`config.mk`:
```
export PLATFORM = sky130hd
export DESIGN_NAME = acc_cpu_mc
export DESIGN_NICKNAME = d
export VERILOG_FILES = /design/src/rtl/acc_cpu_mc.sv
export SDC_FILE = /design/constraint.sdc
export NUM_CORES = 1
export LEC_CHECK = 0
export BUFFER_PORTS_ARGS = -buffer_cell sky130_fd_sc_hd__buf_2
export CORE_UTILIZATION = 55
export DETAILED_ROUTE_END_ITERATION = 7
export PLACE_DENSITY = 0.9
export RECOVER_POWER = 25
export SLEW_MARGIN = 30
export SYNTH_ARGS = -nofsm -noshare
export SYNTH_HDL_FRONTEND = slang
export SYNTH_SLANG_ARGS = --single-unit
```
`constraint.sdc`:
```
create_clock -name clk -period 2.55 [get_ports clk]
set_clock_uncertainty 0.05 [all_clocks]
set_input_delay 0.255 -clock clk [delete_from_list [all_inputs] [get_ports clk]]
set_output_delay 0.255 -clock clk [all_outputs]
set_load 0.02 [all_outputs]
```
`src/rtl/acc_cpu_mc.sv`:
```
// ---------------------------------------------------------------------------
// acc_cpu_mc : multicycle single-accumulator CPU.
//
// Fetches {opcode, operand} words from a combinational instruction ROM and
// executes them against a data RAM that may stretch accesses with mem_ready.
// Each instruction runs FETCH -> DECODE -> (MEM_RD | MEM_WR | HALT | FETCH).
//
// Ports:
//   clk              rising-edge system clock
//   rst              asynchronous reset, active low
//   im_addr_bus      instruction address (always the PC)
//   im_data_bus      instruction word {opcode[2:0], operand[ADDR_W-1:0]}
//   mem_in_addr_bus  data address, driven only during memory states
//   mem_in_data_bus  write data, always the accumulator
//   mem_out_data_bus read data from the data RAM
//   mem_rd / mem_wr  read / write request, held until mem_ready
//   mem_ready        data RAM accepts the request this cycle
//   go               leave HALT
//   halted           core is parked in HALT
//   acc_z            accumulator is zero
// ---------------------------------------------------------------------------
module acc_cpu_mc #(
    parameter int DATA_W = 8,
    parameter int ADDR_W = 5
) (
    input  logic              clk,
    input  logic              rst,
    output logic [ADDR_W-1:0] im_addr_bus,
    input  logic [ADDR_W+2:0] im_data_bus,
    output logic [ADDR_W-1:0] mem_in_addr_bus,
    output logic [DATA_W-1:0] mem_in_data_bus,
    input  logic [DATA_W-1:0] mem_out_data_bus,
    output logic              mem_rd,
    output logic              mem_wr,
    input  logic              mem_ready,
    input  logic              go,
    output logic              halted,
    output logic              acc_z
);

    typedef enum logic [2:0] {
        S_FETCH,
        S_DECODE,
        S_MEM_RD,
        S_MEM_WR,
        S_HALT
    } state_t;

    localparam logic [2:0] OP_HLT = 3'b000;
    localparam logic [2:0] OP_SKZ = 3'b001;
    localparam logic [2:0] OP_ADD = 3'b010;
    localparam logic [2:0] OP_AND = 3'b011;
    localparam logic [2:0] OP_XOR = 3'b100;
    localparam logic [2:0] OP_LDA = 3'b101;
    localparam logic [2:0] OP_STO = 3'b110;
    localparam logic [2:0] OP_JMP = 3'b111;

    state_t            state, state_nxt;
    logic [ADDR_W-1:0] pc, pc_nxt;
    logic [ADDR_W+2:0] ir, ir_nxt;
    logic [DATA_W-1:0] acc, acc_nxt;
    logic [2:0]        opcode;
    logic [ADDR_W-1:0] operand;

    assign opcode          = ir[ADDR_W+2:ADDR_W];
    assign operand         = ir[ADDR_W-1:0];
    assign im_addr_bus     = pc;
    assign mem_in_data_bus = acc;
    assign acc_z           = (acc == '0);

    // Accumulator result for the read-type opcodes; ADD wraps, carry dropped.
    function automatic logic [DATA_W-1:0] alu(input logic [2:0]        op,
                                              input logic [DATA_W-1:0] a,
                                              input logic [DATA_W-1:0] b);
        logic [DATA_W-1:0] r;
        case (op)
            OP_ADD:  r = a + b;
            OP_AND:  r = a & b;
            OP_XOR:  r = a ^ b;
            OP_LDA:  r = b;
            default: r = a;
        endcase
        return r;
    endfunction

    always_ff @(posedge clk or negedge rst) begin
        if (!rst) begin
            state <= S_FETCH;
            pc    <= '0;
            ir    <= '0;
            acc   <= '0;
        end else begin
            state <= state_nxt;
            pc    <= pc_nxt;
            ir    <= ir_nxt;
            acc   <= acc_nxt;
        end
    end

    // Bus outputs decode from the registered state alone, so an asynchronous
    // reset (which forces FETCH) drops mem_rd/mem_wr without waiting for a clock.
    always_comb begin
        state_nxt       = state;
        pc_nxt          = pc;
        ir_nxt          = ir;
        acc_nxt         = acc;
        mem_rd          = 1'b0;
        mem_wr          = 1'b0;
        mem_in_addr_bus = '0;
        halted          = 1'b0;
        case (state)
            S_FETCH: begin
                ir_nxt    = im_data_bus;
                state_nxt = S_DECODE;
            end
            S_DECODE: begin
                case (opcode)
                    OP_HLT: begin
                        pc_nxt    = pc + ADDR_W'(1);
                        state_nxt = S_HALT;
                    end
                    OP_SKZ: begin
                        pc_nxt    = pc + (acc_z ? ADDR_W'(2) : ADDR_W'(1));
                        state_nxt = S_FETCH;
                    end
                    OP_JMP: begin
                        pc_nxt    = operand;
                        state_nxt = S_FETCH;
                    end
                    OP_STO:  state_nxt = S_MEM_WR;
                    default: state_nxt = S_MEM_RD;
                endcase
            end
            S_MEM_RD: begin
                mem_rd          = 1'b1;
                mem_in_addr_bus = operand;
                if (mem_ready) begin
                    acc_nxt   = alu(opcode, acc, mem_out_data_bus);
                    pc_nxt    = pc + ADDR_W'(1);
                    state_nxt = S_FETCH;
                end
            end
            S_MEM_WR: begin
                mem_wr          = 1'b1;
                mem_in_addr_bus = operand;
                if (mem_ready) begin
                    pc_nxt    = pc + ADDR_W'(1);
                    state_nxt = S_FETCH;
                end
            end
            S_HALT: begin
                halted = 1'b1;
                if (go) state_nxt = S_FETCH;
            end
            default: state_nxt = S_FETCH;
        endcase
    end

endmodule

```
==> results of run 1 <==
power by group:
group / internal [mW] / switching, mW / leakage [nW]
logic: 0.830 / 1.08 / 0.727
registers: 0.564 / 0.310 / 0.292
clock network: 0.0874 / 0.121 / 0.0210
state kept, by name, summed over array words and instances, names as in the netlist:
name	flops
im_addr_bus	5
ir	8
mem_in_data_bus	8
state	3
area by class of cell:
cell class / count / share of cell area
flip-flops and latches: 24 / 0.274
multi-input cells: 169 / 0.553
repair buffers: 45 / 0.108
well taps: 46 / 0.0263
inverters: 13 / 0.0223
clock buffers: 4 / 0.0166
metrics by stage:
step                      power [mW]  instances  area [µm²]  utilization  hold slack (ns)
after global routing            3.26        301        2190        0.656           0.0737
after global placement          2.67        296        2130        0.639            0.219
final                           2.99        301        2190        0.656           0.0725
after detailed placement        2.73        296        2130        0.639            0.219
after CTS                       2.95        301        2180        0.653           0.0715
after floorplan                 2.31        219        1920            -          -0.0906
worst reg2reg max path: stages (launching register included):
cell and delay, ns:
dfrtp_1 0.45, nor4_2 0.32, nand2_1 0.17, ha_1 0.23
inv_1 0.07, fa_1 0.40, nor3_1 0.15, a21oi_1 0.06
o22ai_1 0.14, nor2_1 0.06, a21oi_1 0.14
cells by family (layout without fill, tap and decap cells):
| logic type | count (synthesis) | in the layout | synth area share |
|---|---|---|---|
| multiplexers | 18 | 18 | 0.102 |
| adder cells (fa/ha/maj) | 13 | 13 | 0.0926 |
| buffers and inverters | 26 | 62 | 0.0626 |
| flip-flops | 24 | 24 | 0.313 |
| XOR/XNOR | 6 | 6 | 0.0274 |
| AND/OR/NAND/NOR | 76 | 76 | 0.209 |
| AO/OA/AOI/OAI | 56 | 56 | 0.194 |
placed cells by master (no fill, tap or decap), types with 3 or more instances in the layout:
| cell type | instances |
|---|---|
| buf_2 | 40 |
| dfrtp_1 | 24 |
| nand2_1 | 18 |
| nor2_1 | 17 |
| inv_1 | 13 |
| o21ai_1 | 13 |
| mux2_2 | 12 |
| ha_1 | 11 |
| and2_1 | 8 |
| nor3_1 | 8 |
| a21oi_1 | 8 |
| mux2i_1 | 6 |
| o22ai_1 | 5 |
| nor2b_1 | 4 |
| nand3_1 | 4 |
| nand2b_1 | 4 |
| xnor2_1 | 4 |
| a31oi_1 | 3 |
| a22oi_1 | 3 |
| o21ai_0 | 3 |
| a221oi_1 | 3 |
| a21o_1 | 3 |
| clkbuf_4 | 3 |
| buf_4 | 3 |
path summary, 6_finish.rpt:
| path | from | endpoint | slack [ns] | cells after the start |
|---|---|---|---|---|
| worst max-delay path | mem_in_data_bus[4] | im_addr_bus[1] | 0.23 | 10 |
| worst min-delay path | im_data_bus[5] | ir[5] | 0.07 | 3 |
| worst max register to register | mem_in_data_bus[4] | im_addr_bus[1] | 0.23 | 10 |
| worst min register to register | ir[1] | ir[1] | 0.52 | 1 |
| max in group asynchronous | rst | ir[0] | 1.00 | 2 |
| min in group asynchronous | rst | mem_in_data_bus[7] | 0.68 | 2 |
per-layer routing:
layer	vias up	wire (µm)	track usage
met3	7	179	0.0273
met1	854	2080	0.385
met5	-	0	0
met2	59	2180	0.439
li1	864	-	-
met4	0	51	0.0649
repair_timing:
| item | in CTS | in global routing |
|---|---|---|
| endpoints found under the hold margin | 24 | 0 |
| resized for setup | 0 | 2 |
| endpoints found under the setup margin | 0 | 1 |
| hold buffers | 1 | 0 |
==> summary.txt, run 1 <==
Critical path
  • CP most frequent cell: a21oi_1
  • Crit path max-delay family: simple AND/OR/NAND/NOR gates
  • Worst Setup End Kind: flop
  • Slowest CP cell: dfrtp_1
  • Startpoint types: flop
  • CP Class: reg2reg
  • Worst Path Arrival: 2.52 ns
  • CP Max Fanout: 4
  • Max incr delay on CP: 0.45 ns
  • Critical path buffers and inverters: 1
  • Worst Path Required: 2.75 ns
  • Crit-path cells: nor4_2 -> nand2_1 -> ha_1 -> inv_1 -> fa_1 -> nor3_1 -> a21oi_1 -> o22ai_1 -> nor2_1 -> a21oi_1

Logic synthesis
  • Syn_area_per_cell: around 9 µm²
  • Syn nets: between 200 and 300
  • Synth cell count leaders: dfrtp_1 (24), nand2_1 (18), nor2_1 (17), inv_1 (13), o21ai_1 (13)
  • Unique cell type count in the Yosys netlist: 48
  • Top cells by area, synth: dfrtp_1 (31%), ha_1 (7.2%), mux2_2 (7.0%)
  • Async set or reset register ratio after synthesis: 1.00
  • Cells after Synth: 219
  • Seq/Total Area, Yosys: 0.313
  • Post-synth EDFFs: 0
  • Yosys Warn Count: 0
  • Top-count cell post-synth: dfrtp_1
  • #FFs+latches synth: 24
  • Main synth FF type: dfrtp_1
  • Cell taking the most area after synthesis: dfrtp_1
  • Mapped Area: 0.00192 mm²
  • Share of the synthesized area in the top cell type: 0.313

STA
  • Setup TNS Final: 0 ns
  • Max-slew headroom: 0.121
  • Fin worst setup slack: 0.230 ns
  • F_max: 0.431 GHz
  • RSZ-0062 raised after global routing: false
  • Tmin final: about 2.3 ns
  • Worst-Margin Slew: roughly 1.3 ns
  • # setup viols final: 0
  • Fin. Hold Viols: 0
  • Final worst-path cycle share: 0.910
  • Max-slew violations: 0

Final layout
  • Area Growth Syn to Fin: 14.2%
  • Reg area: 601 µm²
  • Layout cells sized above 1: 0.263
  • ANT cells: 0
  • Final nets: a little under 300
  • Fillers: 293
  • Multi-input logic area: 0.00121 mm²

GRT
  • Initial antenna violation count: 0
  • First-pass GRT wire length: 7.53 mm
  • Largest net degree at the start of global routing: 25
  • Vias in the first global route: 1603
  • Total GRT Usage: 0.269
  • GRT Residual Overflow: 0

Flow run
  • Max Cap Viol: 0

Clock network
  • Htree depth: 1
  • CTS tree: done
  • Clock sinks: 24
  • TritonCTS Buffers: 3
  • Clock transition at path regs: 0.14 ns
  • Root Driver: clkbuf_4
  • Postcts setup bufs: 0
  • Clock Path Buffers: 2
  • Clock latency on the worst-skew pair: 0.33 ns

Run status
  • Outcome: complete, no violations

Routing
  • DR iter-0 viols: 85
  • WL final: 4.49 mm
  • DRC Markers: 0
  • DRT antenna net count: 0
  • WL/cell: 14.9 µm
  • 1st-pass router iterations: 4
  • Via/cell ratio: 5.93
  • Via count: 1784

Place
  • Dpl hpwl: 3.31 mm
  • Pre-CTS setup slack: 0.241 ns
  • GPL Wtd Cong: 0.885
  • I/O Buffers: just over 40

Floorplan
  • Core Area: 0.00334 mm²
  • DIE WIDTH: 61.1 µm
  • Die ar.: 0.00373 mm²
  • Initial Utilization: 0.575
  • Chip height: about 60 µm
  • Row Count: 21
  • Ports: 42

Pwr
  • Leak: 1.04 nW
  • Power density over cell area: 1360 mW/mm²
  • VDD IR max: a little over 0.6 mV

Hold path
  • Min-delay worst type: in2reg
Power figures use the tool's default switching activity.
==> run 2: changes to the inputs <==
--- a/config.mk
+++ b/config.mk
@@ -7,6 +7,7 @@
 export LEC_CHECK = 0
 export BUFFER_PORTS_ARGS = -buffer_cell sky130_fd_sc_hd__buf_2
 export CORE_UTILIZATION = 55
+export CTS_BUF_LIST = sky130_fd_sc_hd__clkbuf_16
 export DETAILED_ROUTE_END_ITERATION = 7
 export PLACE_DENSITY = 0.9
 export RECOVER_POWER = 25
==> summary.txt, run 2 (synthesis gave the netlist of run 1 again) <==
Clock network
  • TritonCTS Buffers: 3 (unchanged)
  • Clock Path Buffers: 2 (unchanged)
  • Clock latency on the worst-skew pair: 0.26 ns (-0.07 ns)
  • Htree depth: 1 (unchanged)
  • Clock sinks: 24 (unchanged)
  • Root Driver: clkbuf_16
  • Clock transition at path regs: 0.06 ns (-0.08 ns)
  • CTS tree: done

Critical path
  • CP Max Fanout: 4 (unchanged)
  • CP Class: reg2reg
  • Worst path depth: 10 (unchanged)
  • Slowest CP cell: dfrtp_1
  • Worst Path Required: 2.67 ns (-0.08 ns)
  • Crit-path cells: nor4_2 -> nand2_1 -> ha_1 -> inv_1 -> fa_1 -> nor3_1 -> a21oi_1 -> o22ai_1 -> nor2_1 -> a21oi_1
  • Critical path buffers and inverters: 1 (unchanged)
  • Max incr delay on CP: 0.42 ns (-0.03 ns)
  • Worst Path Arrival: 2.48 ns (-0.04 ns)
  • CP Launch Point: mem_in_data_bus[4]
  • FF-to-FF path depth: 10 (unchanged)
  • Worst R2R Start: mem_in_data_bus[4]
  • Startpoint types: flop
  • CP most frequent cell: a21oi_1
  • Crit path max-delay family: simple AND/OR/NAND/NOR gates
  • Worst Setup End Kind: flop

STA
  • RSZ-0062 raised after global routing: false
  • Fin. Hold Viols: 0 (unchanged)
  • Max-slew headroom: 0.131 (+0.00930)
  • # setup viols final: 0 (unchanged)
  • Max-slew violations: 0 (unchanged)
  • Final worst-path cycle share: 0.923 (+0.0136)
  • F_max: 0.425 GHz (-1.5%)
  • Setup TNS Final: 0 ns (unchanged)
  • Tmin final: 2.35 ns (+0.0346 ns)
  • Worst-Margin Slew: 1.30 ns (-0.0139 ns)

Place
  • I/O Buffers: 41 (unchanged)
  • Placed Instance Area: 0.00213 mm² (unchanged)
  • GPL Wtd Cong: 0.885 (unchanged)
  • Dpl hpwl: 3.31 mm (unchanged)

GRT
  • First-pass GRT wire length: 7.73 mm (+2.6%)
  • Vias in the first global route: 1636 (+2.1%)
  • Largest net degree at the start of global routing: 25 (unchanged)
  • Initial antenna violation count: 0 (unchanged)
  • Total GRT Usage: 0.278 (+0.00922)
  • GRT Residual Overflow: 0 (unchanged)

Final layout
  • ANT cells: 0 (unchanged)
  • Most common cell after layout, fill and taps aside: buf_2
  • Final nets: 290 (+0.35%)
  • Design area: 0.00224 mm² (+2.3%)
  • Area Growth Syn to Fin: 16.8%
  • Layout cells sized above 1: 0.262 (-0.00103)
  • Most frequent cells in the layout: buf_2 (40), dfrtp_1 (24), nand2_1 (18)

Routing
  • Via count: 1762 (-1.2%)
  • DRC Markers: 0 (unchanged)
  • DRT antenna net count: 0 (unchanged)
  • DR iter-0 viols: 114 (+34%)
  • WL final: 4.64 mm (+3.2%)
  • 1st-pass router iterations: 4 (unchanged)
  • Via/cell ratio: 5.83 (-1.6%)
  • WL/cell: 15.4 µm (+2.9%)

Hold path
  • Hold path depth: 3 (unchanged)
  • Min-delay worst type: in2reg
  • HP Start: im_data_bus[5]

Floorplan
  • Row Count: 21 (unchanged)
  • Core Area: 0.00334 mm² (unchanged)
  • Die ar.: 0.00373 mm² (unchanged)
  • DIE WIDTH: 61.1 µm (unchanged)
  • Chip height: 61.1 µm (unchanged)
  • Ports: 42 (unchanged)
  • Initial Utilization: 0.575 (unchanged)

Pwr
  • Power density over cell area: 1410 mW/mm² (+3.3%)
  • Leak: 1.06 nW (+2.1%)
  • VDD IR max: 0.716 mV (+17%)

Run status
  • Outcome: complete, no violations

Flow run
  • Max Cap Viol: 0 (unchanged)
## run 2: layout make-up
type | instances | area, µm²
Clock inverter | 1 | 3.75
Tap cell | 46 | 57.6
Fill cell | 287 | 1100
Inverter | 13 | 48.8
Sequential cell | 24 | 601
Clock buffer | 3 | 75.1
Multi-Input combinational cell | 169 | 1210
Timing Repair Buffer | 46 | 244
## run 2: where the power goes
part	total, mW	switching [mW]	internal (mW)
sequential	0.874	0.308	0.566
combinational	1.94	1.10	0.839
clock	0.344	0.135	0.210
## run 2: worst reg2reg max path, cell delays in order, from the launching register on
cell and delay, ns:
dfrtp_1 0.42, nor4_2 0.33, nand2_1 0.17, ha_1 0.25
inv_1 0.09, fa_1 0.41, nor3_1 0.16, a21oi_1 0.06
o22ai_1 0.13, nor2_1 0.06, a21oi_1 0.15
## run 2: through the flow
step	std cells	power [mW]	hold slack [ns]	worst slack, ns	util
after global placement	296	2.67	0.219	0.359	0.639
after detailed placement	296	2.73	0.219	0.241	0.639
after CTS	301	3.11	0.150	0.173	0.666
after floorplan	219	2.31	-0.0906	0.443	-
final	302	3.16	0.149	0.195	0.671
after global routing	302	3.42	0.158	0.0135	0.671
## run 2: path summary, 6_finish.rpt
check / end / slack [ns]
max in group asynchronous: ir[1] / 0.92
min in group asynchronous: mem_in_data_bus[7] / 0.76
worst max register to register: im_addr_bus[1] / 0.20
worst min register to register: ir[3] / 0.49
worst max-delay path: im_addr_bus[1] / 0.20
worst min-delay path: ir[5] / 0.15
## run 2: metal layers
metal	track usage	part of all wire
met1	0.379	0.45
met2	0.438	0.48
met3	0.0735	0.057
met4	0.0779	0.013
met5	0	0
## run 2: what timing repair did
item | CTS | global route
setup buffers | 0 | 1
hold endpoints to repair | 24 | 0
endpoints found under the setup margin | 0 | 1
gates resized for setup | 0 | 2
hold buffers | 1 | 0
